$ cat config.mk
export PLATFORM = sky130hd
export DESIGN_NAME = axi_uart_param_fifo
export DESIGN_NICKNAME = d
export VERILOG_FILES = /design/src/rtl/axi_uart_param_fifo.sv
export SDC_FILE = /design/constraint.sdc
export NUM_CORES = 1
export LEC_CHECK = 0
export CAP_MARGIN = 20
export CORE_MARGIN = 2
export CORE_UTILIZATION = 55
export DETAILED_ROUTE_END_ITERATION = 10
export PLACE_DENSITY_LB_ADDON = 0.2
export SLEW_MARGIN = 30
export SYNTH_ARGS = -nofsm -noshare
export SYNTH_HDL_FRONTEND = slang
export SYNTH_SLANG_ARGS = --single-unit
$ cat constraint.sdc
create_clock -name clk_i -period 3.85 [get_ports clk_i]
set_input_delay 0.5775 -clock clk_i [delete_from_list [all_inputs] [get_ports clk_i]]
set_output_delay 0.5775 -clock clk_i [all_outputs]
set_load 0.01 [all_outputs]
$ cat src/rtl/axi_uart_param_fifo.sv
// rtl/axi_uart_param_fifo.sv - parameterised FWFT FIFO with trigger, overrun and optional watermark
// Optional peak-occupancy tracking is enabled by defining AXI_FIFO_WATERMARK_EN.
module axi_uart_param_fifo #(
   parameter int DATA_SIZE  = 8,
   parameter int FIFO_DEPTH = 16,
   parameter int OVERWRITE  = 1,
   localparam int INDEX_LENGTH = $clog2(FIFO_DEPTH)
) (
   input  logic                    clk_i,
   input  logic                    rstn_i,
   input  logic                    flush_i,
   input  logic                    push_i,
   input  logic [DATA_SIZE-1:0]    data_i,
   input  logic                    pull_i,
   output logic [DATA_SIZE-1:0]    data_o,
   output logic                    valid_o,
   output logic [INDEX_LENGTH:0]   count_o,
   output logic [INDEX_LENGTH:0]   space_o,
   output logic                    full_o,
   output logic                    empty_o,
   input  logic [INDEX_LENGTH:0]   trig_level_i,
   output logic                    trig_o,
   output logic                    overrun_o,
   input  logic                    overrun_clr_i,
   output logic [INDEX_LENGTH:0]   watermark_o
);

   localparam logic [INDEX_LENGTH:0]   DEPTH_C = (INDEX_LENGTH+1)'(FIFO_DEPTH);
   localparam logic [INDEX_LENGTH:0]   CNT_ONE = 1;
   localparam logic [INDEX_LENGTH-1:0] PTR_ONE = 1;

   logic [DATA_SIZE-1:0]    mem_q [FIFO_DEPTH];
   logic [INDEX_LENGTH-1:0] head_q, head_d, tail_q, tail_d;
   logic [INDEX_LENGTH:0]   count_q, count_d;
   logic                    trig_q, trig_d, overrun_q, overrun_d;
   logic                    is_full, is_empty, pull_acc, push_acc, head_adv, overflow;

   always_comb begin
      is_empty = (count_q == '0);
      is_full  = (count_q == DEPTH_C);
      pull_acc = pull_i && !is_empty;
      // A pull alongside a push into a full FIFO frees the slot, so only a lone push overflows.
      overflow = push_i && is_full && !pull_i;
      push_acc = push_i && (!overflow || OVERWRITE != 0);
      head_adv = pull_acc || (overflow && OVERWRITE != 0);

      head_d = head_adv ? head_q + PTR_ONE : head_q;
      tail_d = push_acc ? tail_q + PTR_ONE : tail_q;

      count_d = count_q;
      if (push_acc && !head_adv) begin
         count_d = count_q + CNT_ONE;
      end else if (!push_acc && head_adv) begin
         count_d = count_q - CNT_ONE;
      end

      overrun_d = overflow || (overrun_q && !overrun_clr_i);
      trig_d    = (trig_level_i != '0) && (count_d >= trig_level_i);

      if (flush_i) begin
         head_d    = '0;
         tail_d    = '0;
         count_d   = '0;
         overrun_d = 1'b0;
         trig_d    = 1'b0;
      end
   end

   always_ff @(posedge clk_i) begin
      if (!rstn_i) begin
         head_q    <= '0;
         tail_q    <= '0;
         count_q   <= '0;
         trig_q    <= 1'b0;
         overrun_q <= 1'b0;
      end else begin
         head_q    <= head_d;
         tail_q    <= tail_d;
         count_q   <= count_d;
         trig_q    <= trig_d;
         overrun_q <= overrun_d;
      end
   end

   // Storage is deliberately left out of reset.
   always_ff @(posedge clk_i) begin
      if (rstn_i && !flush_i && push_acc) begin
         mem_q[tail_q] <= data_i;
      end
   end

`ifdef AXI_FIFO_WATERMARK_EN
   logic [INDEX_LENGTH:0] watermark_q, watermark_d;

   always_comb begin
      watermark_d = (count_d > watermark_q) ? count_d : watermark_q;
      if (flush_i) begin
         watermark_d = '0;
      end
   end

   always_ff @(posedge clk_i) begin
      if (!rstn_i) begin
         watermark_q <= '0;
      end else begin
         watermark_q <= watermark_d;
      end
   end

   assign watermark_o = watermark_q;
`else
   assign watermark_o = '0;
`endif

   assign data_o    = is_empty ? '0 : mem_q[head_q];
   assign valid_o   = !is_empty;
   assign count_o   = count_q;
   assign space_o   = DEPTH_C - count_q;
   assign full_o    = is_full;
   assign empty_o   = is_empty;
   assign trig_o    = trig_q;
   assign overrun_o = overrun_q;

endmodule

==> impl_results.md, run 1 <==
- Result of the run: finished, final reports clean
- Worst setup timing slack at the placement stage: around 620 ps
- DR vias/cell: between 5 and 6
- Setup repair after global routing missed its margin: no
- Hold EP: overrun_o$_SDFF_PP0_
- Yosys warnings: 0
- Maximum clock frequency: about 280 MHz
- Critical path class: reg -> out
- Count of final setup violators: 0
- Avg Cell Area, Syn: roughly 15 um^2
- RR Startpoint: count_o[0]$_SDFF_PP0_
- R2R cell count: 13
- Flip-flop and latch count after synthesis: between 100 and 150
- CP Launch Type: flip-flop
- Antenna cell count: 0
- Relative slew slack: 39.72%
- Overflow after GRT: 0
- Worst Path Required: 3270 ps
- Power density over the cells: ~480 mW/mm^2
- Number of hold-slack violations in the final timing report: 0
- Endpoint of the lowest-slack register-to-register path: trig_o$_SDFF_PP0_
- HPWL after detailed placement: between 8 and 9 mm
- Proportion of register bits with asynchronous set or reset after synthesis: 0%
- Most used flip-flop cell after synthesis: edfxtp_1
- Row Count: 38
- Average detailed-routed wire length per instance: 19.42 um
- Number of buffers inserted to repair setup after CTS: 0
- Number of gates resized after CTS: 0
- Slew @ Worst Pin: ~900 ps
- Library cell with the highest instance count after synthesis: edfxtp_1
- Worst hold slack: between 400 and 500 ps
- Slack of the critical path: 302.1 ps
- Routability Congestion: around 0.84
- Core area: approximately 0.011 mm^2
- X dimension of the die: around 110 um
- Setup TNS: 0 ps
- Synth top area cells: edfxtp_1, mux2i_1, dfxtp_1, ha_1, a22oi_1
- Proportion of netlist area held by the largest area contributor: between 60% and 70%
- Min-Delay Path Class: reg -> reg
- Total GRT Usage: between 20% and 30%
- Post-route fraction of the period consumed by the critical path: 92.15%
- Final worst path period need: 3548 ps
- Maximum fanout along the worst path: 8
- Die Footprint: about 0.012 mm^2
- Worst hold path depth: 2
- Layout cells sized above 1: 11.36%
- Wire length of the first global-routing pass: 19.13 mm
- Count of clock tree sinks: around 150
- DRC violation count after routing: 0
- Vias in the first global route: around 3600
- HP Start: overrun_o$_SDFF_PP0_
- Clock edge transition at the registers on the reported setup and hold paths: roughly 70 ps
- CTS Hold Bufs: 0
- Detailed-router iteration count before antenna repair: 4
- Violation count after the first detailed-route iteration: 297
- Worst clock skew on the final layout: 10.29 ps
- Initial core utilization: 56.93%
- Pin count of the biggest net entering global routing: 33
- Clk Tree Root Cell: clkbuf_16
- TritonCTS Buffers: 17
- Io pins: between 40 and 50
- Residual antenna-violating net count after detailed routing: 0
- Register area share after synthesis: between 60% and 70%
- CTS max path bufs: 2
- Max_cap viols: 0
- Number of slew-limit violations in the final report: 0
- Area added between synthesis and finish: 18.33%
- Number of nets in the finished design: approximately 510
- Skew-Pair Late Insertion Delay: between 400 and 500 ps
- Total number of H-tree levels: 4
- Netlist area before placement: between 0.006 and 0.007 mm^2
- Peak supply drop: 258.1 uV
- Static leakage: around 2.4 nW
- Top post-synthesis cells by count: edfxtp_1, mux2i_1, nor2_1
- Vias post-DR: between 3000 and 4000
- Post-synth EDFFs: approximately 130
- PortBufs: between 40 and 50
- Type of destination of the critical path: primary output
- Die height: around 110 um
- Clock tree from TritonCTS: yes
- Arrival @ worst endpoint: slightly below 3000 ps
- Cell taking the most area after synthesis: edfxtp_1
- Reg2reg setup slack: approximately 660 ps
- Routed Wire Length: 12.12 mm
- Count of unique library cells instantiated by Yosys: 43
- Number of standard cells after synthesis: between 400 and 500
- Number of antenna violations at the first check in global routing: 0
[registers in the layout, summed over array words and instances, names as in the netlist, named ones only]
signal     cells
head_q         4
overrun_o      1
count_o        5
tail_q         4
mem_q        128
trig_o         1
[per-layer routing]
metal | up-vias | GRT usage (%) | wire length, um
met5 | - | 0 | 0
li1 | 1673 | - | -
met3 | 11 | 6.467 | 811
met1 | 1657 | 27.76 | 5030
met4 | 0 | 7.589 | 144
met2 | 136 | 37.29 | 6130
[worst max-delay path: stages (launching register included)]
cell,delay (ps)
dfxtp_1,470
inv_1,110
ha_1,230
and2_1,160
ha_1,280
nand2b_1,340
o31ai_2,360
clkdlybuf4s50_1,600
[cells by family after synthesis]
kind of cell | Yosys count | synth area share (%)
DFF | 147 | 67.85
xor gates and xnor gates | 11 | 1.548
AOI/OAI and AO/OA | 50 | 5.487
buffers and inverters | 33 | 3.557
adders and majority gates | 15 | 3.014
muxes | 60 | 11.23
other | 1 | 0.06023
and+or+nand+nor | 96 | 7.255
[metrics by stage]
stage / cells / instance area (um^2) / total power, W / util, %
CTS: 624 / 7365 / 0.003548 / 67.35
global route: 624 / 7367 / 0.003640 / 67.37
detailed placement: 592 / 6770 / 0.001949 / 61.91
floorplan: 417 / 6241 / 0.001872 / -
global placement: 592 / 6770 / 0.001945 / 61.91
finish: 624 / 7367 / 0.003530 / 67.37
[worst max-delay path by stage]
| stage | cells after the start | to | start | slack [ps] |
|---|---|---|---|---|
| 2_1_floorplan | 13 | trig_o$_SDFF_PP0_ | count_o[0]$_SDFF_PP0_ | 880 |
| 3_3_place_gp | 8 | data_o[6] | count_o[0]$_SDFF_PP0_ | 740 |
| 3_5_place_dp | 8 | data_o[6] | count_o[0]$_SDFF_PP0_ | 620 |
| 4_1_cts | 8 | data_o[6] | count_o[0]$_SDFF_PP0_ | 140 |
| 5_1_grt | 9 | data_o[2] | count_o[0]$_SDFF_PP0_ | 100 |
| 6_report | 7 | data_o[6] | count_o[0]$_SDFF_PP0_ | 300 |
[cell usage in the layout (no fill, tap or decap), types with 2 or more instances in the layout]
| cell | Yosys | final |
|---|---|---|
| inv_6 | 0 | 11 |
| clkbuf_16 | 0 | 19 |
| conb_1 | 1 | 5 |
| dfxtp_1 | 19 | 18 |
| mux4_2 | 4 | 4 |
| nor2_1 | 31 | 30 |
| edfxtp_1 | 128 | 128 |
| nor3_1 | 3 | 3 |
| mux4_1 | 3 | 3 |
| inv_1 | 11 | 11 |
| xor2_1 | 3 | 3 |
| clkdlybuf4s50_1 | 0 | 41 |
| o21ai_1 | 8 | 8 |
| buf_4 | 7 | 16 |
| mux2i_1 | 53 | 53 |
| xnor2_1 | 8 | 8 |
| o21ai_0 | 2 | 2 |
| nand2b_1 | 11 | 11 |
| a21oi_1 | 7 | 7 |
| nor2b_1 | 4 | 4 |
| ha_1 | 15 | 15 |
| inv_8 | 0 | 2 |
| a22oi_1 | 23 | 23 |
| nand3_1 | 13 | 13 |
| o211ai_1 | 3 | 3 |
| and2_1 | 3 | 3 |
| nand2_1 | 23 | 23 |
[cell type report]
cell class	instances	area, um^2
tap	140	175.2
clock buffer	19	475.5
inverter	11	41.29
clock inverter	13	118.9
timing repair buffer	57	530.5
sequential	147	4228
multi-input combinational	237	1798
fill	769	3568
[report_power, final]
group | internal [W] | switching, W | total, W
clock network | 0.000934 | 0.000682 | 0.00162
logic | 0.0000813 | 0.0000875 | 0.000169
registers | 0.00174 | 0.0000101 | 0.00175
Power figures use the tool's default switching activity.
==> run 2: changes to the inputs <==
HOLD_SLACK_MARGIN = 0.06   (was not set)
clock period = 3.9 ns   (was 3.85 ns; I/O delays follow)
==> impl_results.md, run 2 (synthesized netlist as in run 1, its figures left out) <==
- Result of the run: finished, final reports clean
- Wire length of the first global-routing pass: 19.30 mm (+0.90%)
- DRC violation count after routing: 0 (unchanged)
- PortBufs: 41 (unchanged)
- Total number of H-tree levels: 4 (unchanged)
- Power spent charging and discharging nets: 0.0007080 W (-9.1%)
- Number of gates resized after CTS: 0 (unchanged)
- Clock edge transition at the registers on the reported setup and hold paths: 60 ps (about the same)
- FF+latch area: 0.004228 mm^2 (unchanged)
- Number of hold-slack violations in the final timing report: 0 (unchanged)
- Reg2reg setup slack: 750 ps (+90 ps)
- Number of cells in the design after placement: 591 (-0.17%)
- Reg with most FFs: mem_q
- Switching part of the total: 20.58% (-1.5 points)
- Worst hold path depth: 2 (unchanged)
- Count of clock tree sinks: 147 (unchanged)
- Maximum clock frequency: between 200 and 300 MHz
- Most used cells in the layout excluding fill and tap cells: edfxtp_1, mux2i_1, clkdlybuf4s50_1
- Final worst path period need: ~3500 ps
- Number of flip-flops under the largest register name: 128 (unchanged)
- Register share of total power: 50.1% (+0.6 points)
- Critical path class: reg -> out
- Core area: 0.01094 mm^2 (unchanged)
- Clock tree from TritonCTS: yes
- Detailed-router iteration count before antenna repair: 5 (+1)
- Routing usage on met3: 6.114% (-0.35 points)
- Setup TNS: 0 ps (unchanged)
- Number of antenna violations at the first check in global routing: 0 (unchanged)
- Final instance area: 0.007335 mm^2 (-0.44%)
- Worst Path Required: 3310 ps (+40 ps)
- Routability Congestion: 0.8100 (-3.2%)
- Core Util, Final: 67.07% (-0.30 points)
- Total power consumption of the routed design: 0.003441 W (-2.5%)
- Die height: 110.4 um (unchanged)
- Busiest layer in global routing: met2
- R2R cell count: 13 (unchanged)
- Number of fill cells in the layout: 765 (-0.52%)
- DR vias/cell: 5.706 (+2.4%)
- Clk Tree Root Cell: clkbuf_16
- Skew-Pair Late Insertion Delay: 410 ps (about the same)
- Average detailed-routed wire length per instance: 20.16 um (+3.8%)
- Number of slew-limit violations in the final report: 0 (unchanged)
- Overflow after GRT: 0 (unchanged)
- Row Count: 38 (unchanged)
- Initial core utilization: 56.93% (unchanged)
- Count of final setup violators: 0 (unchanged)
- Maximum fanout along the worst path: 8 (unchanged)
- Total GRT Usage: 22.54% (+0.32 points)
- Worst clock skew on the final layout: 5.251 ps (-5.039 ps)
- Violation count after the first detailed-route iteration: 252 (-15%)
- Power density over the cells: 469.1 mW/mm^2 (-2.1%)
- X dimension of the die: 110.4 um (unchanged)
- Fin cells: 623 (-0.16%)
- Io pins: 47 (unchanged)
- Relative slew slack: 35.27% (-4.4 points)
- Min-Delay Path Class: reg -> reg
- TritonCTS Buffers: 17 (unchanged)
- Die Footprint: 0.01219 mm^2 (unchanged)
- Pin count of the biggest net entering global routing: 30 (-9.1%)
- Commonest non-fill, non-tap cell in the layout: edfxtp_1
- Antenna cell count: 0 (unchanged)
- Met1 usage in global routing: 29.32% (+1.6 points)
- HPWL after detailed placement: 8.466 mm (+4.7%)
- Setup repair after global routing missed its margin: no
- Routed Wire Length: 12.56 mm (+3.6%)
- Vias post-DR: 3555 (+2.2%)
- CP Launch Type: flip-flop
- Combinational share of power: 4.9% (about the same)
- Number of nets in the finished design: 504 (-0.20%)
- Area after detailed placement: 0.006763 mm^2 (-0.11%)
- Fraction of met2 tracks used by global routing: 36.11% (-1.2 points)
- Area of combinational cells with multiple inputs: 0.001798 mm^2 (unchanged)
- Number of buffers inserted to repair setup after CTS: 0 (unchanged)
- Residual antenna-violating net count after detailed routing: 0 (unchanged)
- Static leakage: 2.390 nW (-1.7%)
- Peak supply drop: 246.5 uV (-4.5%)
- Relative contribution of the clock network to total power: 45.0% (-0.8 points)
- Vias in the first global route: 3549 (-0.17%)
- CTS max path bufs: 2 (unchanged)
- Max_cap viols: 0 (unchanged)
- Slew @ Worst Pin: 967.4 ps (+66.42 ps)
- Type of destination of the critical path: primary output
- Layout cells sized above 1: 10.56% (-0.80 points)
- Cell-internal power: 0.002733 W (-0.66%)
- Arrival @ worst endpoint: 2930 ps (-40 ps)
- Post-route fraction of the period consumed by the critical path: between 90% and 100%
- CTS Hold Bufs: 0 (unchanged)
- Area added between synthesis and finish: 17.81%
==> run 2: cell count changes in the layout (fill, tap and decap cells not counted) <==
cell        change
clkinv_2        +2
buf_4           -1
clkinvlp_4      +6
clkinv_4        +1
clkinv_1        +1
inv_8           -2
inv_6          -10
bufinv_16       +2
clkbuf_16       -2
clkbuf_1        +2
==> run 2: power groups by stage <==
stage               Combinational, W  Clock [W]  Sequential (W)
floorplan                  0.0000954          0         0.00175
global placement            0.000163          0         0.00176
detailed placement          0.000167          0         0.00176
CTS                         0.000169    0.00156         0.00172
global route                0.000186    0.00163         0.00172
finish                      0.000169    0.00155         0.00172
==> run 2: final timing paths <==
path | from | to
max | count_o[0]$_SDFF_PP0_ | data_o[6]
min | overrun_o$_SDFF_PP0_ | overrun_o$_SDFF_PP0_
max reg2reg | count_o[0]$_SDFF_PP0_ | trig_o$_SDFF_PP0_
min reg2reg | overrun_o$_SDFF_PP0_ | overrun_o$_SDFF_PP0_
==> run 2: cell type report <==
type / count / share of cell area (%)
sequential: 147 / 57.64
multi-input combinational: 237 / 24.51
timing repair buffer: 56 / 7.131
clock buffer: 19 / 5.902
tap: 140 / 2.388
clock inverter: 13 / 1.859
inverter: 11 / 0.5629
==> run 2: through the flow <==
| step | worst slack (ps) | hold WS, ps |
|---|---|---|
| 2_1_floorplan | 929.6 | 474.7 |
| 3_3_place_gp | 786.2 | 464.6 |
| 3_5_place_dp | 635.8 | 471.6 |
| 4_1_cts | 143.2 | 484.8 |
| 5_1_grt | 193.3 | 515.9 |
| 6_report | 389.3 | 478.3 |
==> run 2: critical path, stage by stage, from the launching register on <==
cell	delay, ps
dfxtp_1	460
inv_1	100
ha_1	230
and2_1	160
ha_1	280
nor2_2	390
o211ai_1	190
o31ai_2	110
clkdlybuf4s50_1	590
==> run 2: layer usage <==
| metal | share of wire, % | up-vias |
|---|---|---|
| met5 | 0 | - |
| met4 | 1.4 | 0 |
| met3 | 6.5 | 17 |
| met2 | 49 | 131 |
| met1 | 43 | 1744 |
| li1 | - | 1663 |
